## config.mk

```make
export PLATFORM = sky130hd
export DESIGN_NAME = booth_div_signed_iter
export DESIGN_NICKNAME = d
export VERILOG_FILES = /design/src/rtl/booth_div_signed_iter.sv
export SDC_FILE = /design/constraint.sdc
export NUM_CORES = 1
export LEC_CHECK = 0
export ABC_AREA = 1
export BUFFER_PORTS_ARGS = -buffer_cell sky130_fd_sc_hd__buf_2
export CAP_MARGIN = 10
export CORE_MARGIN = 5
export CORE_UTILIZATION = 35
export DETAILED_ROUTE_END_ITERATION = 7
export HOLD_SLACK_MARGIN = 0.1
export RECOVER_POWER = 100
export SYNTH_ARGS = -nofsm -noshare
export SYNTH_HDL_FRONTEND = slang
export SYNTH_SLANG_ARGS = --single-unit
```

## constraint.sdc

```tcl
create_clock -name clk -period 2.3 [get_ports clk]
set_input_delay 0.46 -clock clk [delete_from_list [all_inputs] [get_ports clk]]
set_output_delay 0.46 -clock clk [all_outputs]
set_load 0.03 [all_outputs]
```

## src/rtl/booth_div_signed_iter.sv

```systemverilog
// booth_div_signed_iter
// Iterative signed integer divider. The quotient is truncated toward zero and
// the remainder takes the sign of the dividend. Each clock performs one
// unsigned radix-2 non-restoring step on operand magnitudes. A final cycle then
// corrects the remainder and applies the result signs.
//
// Ports
//   clk    : clock, rising edge
//   rst    : synchronous active-high reset
//   start  : request a division (sampled in IDLE or DONE only)
//   A, B   : signed dividend / divisor, captured on the accepting edge
//   busy   : high while the operation is in CALC or FIX
//   done   : one-cycle pulse when Q/R have just been updated
//   Q, R   : signed quotient / remainder, held until the next done
//
// width must be even and >= 4. Latency is width+2 cycles from the accepting
// edge to done, for every operand value.
module booth_div_signed_iter #(
    parameter int width = 10
) (
    input  logic             clk,
    input  logic             rst,
    input  logic             start,
    input  logic [width:1]   A,
    input  logic [width:1]   B,
    output logic             busy,
    output logic             done,
    output logic [width:1]   Q,
    output logic [width:1]   R
);

    localparam int CW = $clog2(width);

    typedef enum logic [1:0] {
        IDLE = 2'd0,
        CALC = 2'd1,
        FIX  = 2'd2,
        DONE = 2'd3
    } state_t;

    state_t state_reg, state_next;

    logic [CW-1:0]    count_reg;
    logic             sign_a_reg;
    logic             sign_b_reg;
    logic             b_zero_reg;
    logic [width-1:0] a_raw_reg;
    // Divisor magnitude. One extra bit keeps the add/subtract in the
    // partial-remainder width and holds |-2^(width-1)| without wrapping.
    logic [width:0]   b_mag_reg;
    // Shifts dividend magnitude bits out of the top and quotient bits into the
    // bottom. After width steps it holds the quotient magnitude.
    logic [width-1:0] dq_reg;
    // Partial remainder in two's complement; bit width+1 is its sign.
    logic [width+1:0] pr_reg;
    logic [width-1:0] q_reg;
    logic [width-1:0] r_reg;

    logic             accept;
    logic [width-1:0] a_in;
    logic [width-1:0] b_in;
    // Magnitudes read as unsigned width-bit values. Under that reading,
    // -(-2^(width-1)) gives 2^(width-1), which is correct.
    logic [width-1:0] a_mag;
    logic [width-1:0] b_mag;
    logic [width+1:0] b_ext;
    logic [width+1:0] pr_sh;
    logic [width+1:0] pr_step;
    logic             q_bit;
    logic [width-1:0] r_low;
    logic [width-1:0] q_fix;
    logic [width-1:0] r_fix;

    assign a_in   = A;
    assign b_in   = B;
    assign accept = start && ((state_reg == IDLE) || (state_reg == DONE));
    assign busy   = (state_reg == CALC) || (state_reg == FIX);
    assign done   = (state_reg == DONE);
    assign Q      = q_reg;
    assign R      = r_reg;

    // ------------------------------------------------------------------
    // State register
    // ------------------------------------------------------------------
    always_ff @(posedge clk) begin
        if (rst) begin
            state_reg <= IDLE;
        end else begin
            state_reg <= state_next;
        end
    end

    // ------------------------------------------------------------------
    // Next-state logic
    // ------------------------------------------------------------------
    always_comb begin
        state_next = state_reg;
        case (state_reg)
            IDLE: if (start) state_next = CALC;
            CALC: if (count_reg == '0) state_next = FIX;
            FIX:  state_next = DONE;
            DONE: state_next = start ? CALC : IDLE;
            default: state_next = IDLE;
        endcase
    end

    // ------------------------------------------------------------------
    // Datapath combinational terms
    // ------------------------------------------------------------------
    always_comb begin
        a_mag   = a_in[width-1] ? -a_in : a_in;
        b_mag   = b_in[width-1] ? -b_in : b_in;
        b_ext   = {1'b0, b_mag_reg};
        // Shift {partial remainder, dividend magnitude} left by one.
        pr_sh   = {pr_reg[width:0], dq_reg[width-1]};
        // Non-restoring step. A negative remainder is corrected on the next
        // step by adding instead of subtracting.
        pr_step = pr_reg[width+1] ? (pr_sh + b_ext) : (pr_sh - b_ext);
        q_bit   = ~pr_step[width+1];
        // The remainder magnitude is below |B|, so only its low width bits
        // are needed. Adding back |B| modulo 2^width is enough.
        r_low   = pr_reg[width-1:0] + (pr_reg[width+1] ? b_mag_reg[width-1:0] : '0);
        q_fix   = (sign_a_reg ^ sign_b_reg) ? -dq_reg : dq_reg;
        r_fix   = sign_a_reg ? -r_low : r_low;
    end

    // ------------------------------------------------------------------
    // Datapath registers
    // ------------------------------------------------------------------
    always_ff @(posedge clk) begin
        if (rst) begin
            count_reg  <= '0;
            sign_a_reg <= 1'b0;
            sign_b_reg <= 1'b0;
            b_zero_reg <= 1'b0;
            a_raw_reg  <= '0;
            b_mag_reg  <= '0;
            dq_reg     <= '0;
            pr_reg     <= '0;
            q_reg      <= '0;
            r_reg      <= '0;
        end else if (accept) begin
            count_reg  <= CW'(width - 1);
            sign_a_reg <= a_in[width-1];
            sign_b_reg <= b_in[width-1];
            b_zero_reg <= (b_in == '0);
            a_raw_reg  <= a_in;
            b_mag_reg  <= {1'b0, b_mag};
            dq_reg     <= a_mag;
            pr_reg     <= '0;
        end else if (state_reg == CALC) begin
            if (count_reg != '0) begin
                count_reg <= count_reg - CW'(1);
            end
            pr_reg <= pr_step;
            dq_reg <= {dq_reg[width-2:0], q_bit};
        end else if (state_reg == FIX) begin
            if (b_zero_reg) begin
                // Division by zero yields Q = -1 and R = dividend.
                q_reg <= '1;
                r_reg <= a_raw_reg;
            end else begin
                // -2^(width-1) / -1 wraps back to -2^(width-1) because the
                // result is truncated to width bits.
                q_reg <= q_fix;
                r_reg <= r_fix;
            end
        end
    end

endmodule

```

# == After elaboration in Yosys (flattened, before gate mapping) ==
# Index checks and enable logic that the tools add are counted.
# op_classes
addsub,8
multipliers,0
div,0
n_lt_le_gt_ge,0
n_eq_ne,5
n_shift,0
n_mux,17
bitwise_logic,4
reduce_logical,14
# op_table
operator,count
two-way mux 10 bit,9
negation 10 bit,4
adder 12 x 10 -> 12 bit,1
two-way mux 12 bit,1
two-way mux 4 bit,3
subtractor 12 x 10 -> 12 bit,1
adder 10 bit,1
logical NOT 10 bit,1
case mux 2 bit (4 select lines),1
AND reduction 2 bit,3
"== test 2 bit, second input constant",2
logical NOT 4 bit,1
two-way mux 2 bit,2
"!= test 2 bit, second input constant",2
nonzero test 2 bit,2
nonzero test 4 bit,1
"subtractor 4 x 1 -> 4 bit, second input constant",1
NOT 1 bit,3
AND reduction 3 bit,1
"== test 2 x 1 -> 1 bit, second input constant",1
logical NOT 2 bit,1
logical OR 1 bit,2
OR reduction 2 bit,1
logical AND 1 bit,1
other kinds (2),2
# totals
register_bits,71
latchBits,0
ramBits,0
mem_bits_ro,0
output_inout_bits,22
elab_cells,60
memories,0

# == Longest topological paths before layout ==
# logic_depth
word_depth,5
mapped_depth,19
ltp_nobuf,19

# == Least setup slack after synthesis ==
# Ideal clock, no wire load.
# synth_timing
path_type,register to register
startpoint,register b_mag_reg[0]
endpoint,register dq_reg[0]
setup_time_ps,117
arrival_ps,2374
t_required_ps,2183
slack_ps,-191
stages_incl_launch_ff,18
n_path_buf,0
period_less_slack_ps,2491
path_cell_list,dfxtp_1 -> inv_1 -> ha_1 -> inv_1 -> nor2_1 -> inv_1 -> nor2_1 -> nand2_1 -> o21ai_0 -> xor2_1 -> ha_1 -> inv_1 -> o21bai_1 -> a221oi_1 -> nand3_1 -> xor2_1 -> nand3_1 -> nand2_1
# synth_via
elab_chain_len,5
# synth_rtl
item,line_no,rtl
"start, declared",50,logic [width:0] b_mag_reg;
"start signal, assigned",148,"b_mag_reg <= {1'b0, b_mag};"
subtractor 12 x 10 -> 12 bit or adder 12 x 10 -> 12 bit (tied branches),118,pr_step = pr_reg[width+1] ? (pr_sh + b_ext) : (pr_sh - b_ext);
two-way mux 12 bit (*),118,
NOT 1 bit (*),119,q_bit = ~pr_step[width+1];
two-way mux 10 bit (*),151,end else if (state_reg == CALC) begin
two-way mux 10 bit (*),142,end else if (accept) begin
"end signal, assigned",149,dq_reg <= a_mag;
"end signal, assigned",156,"dq_reg <= {dq_reg[width-2:0], q_bit};"
"end, declared",53,logic [width-1:0] dq_reg;
# Mark *: on every way between the ends. The rest lies on a longest branch, timed or not. The select of a mux whose other input is x is not followed.
# A chain may end at the register's enable or synchronous reset.

# == Worst setup path after layout ==
# Same ends and word-level chain as after synthesis.

==> results by group <==
Global routing
  – Vias in the first global route: 4546
  – Antenna violations before repair: 0
  – Tot GR Track Use: 0.167
  – GRT overflow: 0
  – First-pass GRT wire length: between 20 and 25 mm
  – Pin count of the biggest net entering global routing: 26

Logic synthesis
  – Syn Area/Cell: between 6 and 7 um2
  – Prevailing post-synth register cell: dfxtp_1
  – Total number of yosys warnings: 0
  – Sequential-to-total area share from yosys stat: 0.292
  – Synthesized flop and latch total: 70
  – Post-Syn Nets: a little under 800
  – Most area-consuming cells after synthesis: dfxtp_1 29%, nand2_1 12%, inv_1 9.1%, ha_1 8.1%, a21oi_1 5.7%
  – Top cell type by total area after synthesis: dfxtp_1
  – Post-synth ARST share: 0
  – Yosys top cell area share: 0.292
  – Synthesized area: 0.00480 mm2
  – Netlist cell types: 45
  – Post-synth EDFFs: 0
  – Cells after synthesis: 721

Finish
  – Syn-to-layout area delta: 28.7%
  – Share of cells above drive strength 1: 0.226
  – Fin util: 0.463
  – Post-route design area: just over 0.006 mm2
  – Nets: just under 900
  – Ant. Diodes: 0
  – Max reg flops: 12
  – Fillers: about 1400

STA
  – Worst slew margin: 0.521
  – Final Hold Fails: 0
  – Fmax: approximately 0.41 GHz
  – RSZ-0062 raised after global routing: yes
  – Final setup vio count: 7
  – Hold WS: approximately 370 ps
  – Final Worst Setup Slack: -114 ps
  – Final Cycle Share: 1.05
  – Final Max Slew Viols: 0
  – Final min period: 2410 ps
  – Slew @ Worst Pin: roughly 700 ps
  – Clk_skew: about 10 ps

Detailed routing
  – Drt first pass iters: 5
  – DR iter-0 viols: 336
  – Remaining DRCs: 0
  – Total number of vias: between 4000 and 5000
  – DRT antenna net count: 0
  – Vias/cell: 4.90
  – Wirelength, routed: 13.4 mm
  – Routed wire per std cell: 13.3 um

Critical path
  – Reg2Reg Setup Slack: -110 ps
  – Crit. End Element: flip-flop
  – CP required: around 2500 ps
  – Critical Path AT: approximately 2700 ps
  – Startpoint types: flip-flop
  – Crit path kind: reg -> reg
  – CP max FO: 3

Floorplanning
  – Die H: around 130 um
  – Die area: between 0.015 and 0.02 mm2
  – Row cnt: 42
  – Top Ports: 45
  – Initial Utilization: 0.360
  – Core area: 0.0133 mm2
  – Chip width: ~130 um

Placed design
  – IO Port Bufs: 44
  – Detailed Place HPWL: approximately 10 mm
  – Place WS: -183 ps
  – Post-Place Cell Area: approximately 0.0056 mm2
  – GP Congestion: around 0.89

Pwr
  – Final Power: 8.69 mW
  – VDD IR-drop max: 749 uV
  – Leakage: 3.01 nW
  – Pwr/cell area: about 1400 mW/mm2

Run
  – Max-cap violations: 0

CTS
  – CTS Hold Bufs: 0
  – Clk pin slew, worst setup/hold paths: roughly 60 ps
  – Clock Sinks: 70
  – Root buf cell: clkbuf_16
  – Clock tree buffer depth: 2
  – CTS Buf Count: 9
  – CTS tree: done
  – H-tree lvl count: 3
  – Clk Latency, worst-skew pair: about 350 ps

Status
  – Status: complete, but fails checks
  – Failing checks: negative setup slack

Min path
  – Worst hold path type: in -> reg
==> power by group <==
group | internal [mW] | switching (mW)
Sequential | 1.59 | 0.323
Clock | 0.876 | 0.581
Combinational | 2.26 | 3.06
==> path summary, 6_finish.rpt <==
check	start	to	depth (start not counted)
max	b_mag_reg[0]	dq_reg[0]	17
min	A[1]	dq_reg[0]	3
max reg2reg	b_mag_reg[0]	dq_reg[0]	17
min reg2reg	R[7]	R[7]	2
==> cell families (layout without fill, tap and decap cells) <==
group           count (synthesis)  count (layout)  synth area share
simple gates                  293             293             0.269
compound gates                157             157             0.190
buf+inv                       142             249             0.113
flops                          70              70             0.292
fa+ha+maj                      33              33            0.0891
xor+xnor                       26              26            0.0474
==> synthesized netlist by cell type (2+ instances only) <==
| cell type | instances |
|---|---|
| nand2_2 | 7 |
| nand2_1 | 148 |
| xor2_1 | 22 |
| a221oi_1 | 2 |
| o21ai_0 | 48 |
| nand4_1 | 10 |
| nand3_1 | 45 |
| inv_1 | 116 |
| a21oi_2 | 2 |
| o32ai_1 | 2 |
| nor2_2 | 4 |
| xnor2_1 | 4 |
| a21oi_1 | 55 |
| dfxtp_1 | 70 |
| clkbuf_1 | 16 |
| fa_1 | 2 |
| nor2_4 | 3 |
| o221ai_1 | 10 |
| a31oi_1 | 9 |
| o31ai_1 | 2 |
| nor3_1 | 10 |
| o211ai_1 | 5 |
| buf_2 | 3 |
| o21ai_1 | 5 |
| nor2_1 | 55 |
| inv_2 | 4 |
| o22ai_1 | 7 |
| nand3_2 | 3 |
| or2_2 | 2 |
| ha_1 | 31 |
| a211oi_1 | 5 |
==> cells in the final DEF, fill, tap and decap left out, types with 10 or more instances in the layout <==
cell / instances
nand4_1: 10
dfxtp_1: 67
clkbuf_1: 22
ha_1: 26
nand2_2: 16
a21oi_1: 48
buf_2: 22
nand2_1: 139
nor2_1: 51
xor2_1: 21
o221ai_1: 10
inv_1: 106
buf_4: 59
inv_2: 15
nor3_1: 10
nand3_1: 42
o21ai_0: 40
==> worst max-delay path, cell delays in order (launching register included) <==
cell and delay (ps):
dfxtp_2 330, inv_2 70, ha_4 130, inv_2 40, nor2_4 80, inv_2 50, nor2_4 80, nand2_2 70
o21ai_2 130, xor2_1 170, ha_1 290, inv_2 100, o21bai_4 60, a221oi_2 240, nand3_1 160, xor2_2 180
nand3_1 90, nand2_1 40
==> per-layer routing <==
layer / GRT usage / wire, um / part of all wire
met1: 0.241 / 6780 / 0.51
met2: 0.250 / 5710 / 0.43
met4: 0.0524 / 204 / 0.015
met5: 0 / 0 / 0
met3: 0.0330 / 680 / 0.051
==> final cells by class <==
type                       count  area (um2)  area share
clock buffer                  10         239      0.0387
clock inverter                 6        68.8      0.0111
inverter                     121         454      0.0735
multi-input combinational    509        3080       0.499
sequential                    70        1410       0.227
tap                          176         220      0.0356
timing repair buffer         112         708       0.115
==> through the flow <==
| stage | cells | setup TNS, ps |
|---|---|---|
| global route | 1004 | -3600 |
| detailed placement | 971 | -1050 |
| floorplan | 721 | -130 |
| finish | 1004 | -379 |
| global placement | 971 | -646 |
| CTS | 1000 | -238 |
==> timing repair <==
action / in CTS / in global routing
resized for setup: 20 / 45
buffers inserted: 13 / 6
pin swaps: 23 / 26
setup endpoints to repair: 12 / 17
Note: power is estimated with default switching activity, not from simulation.
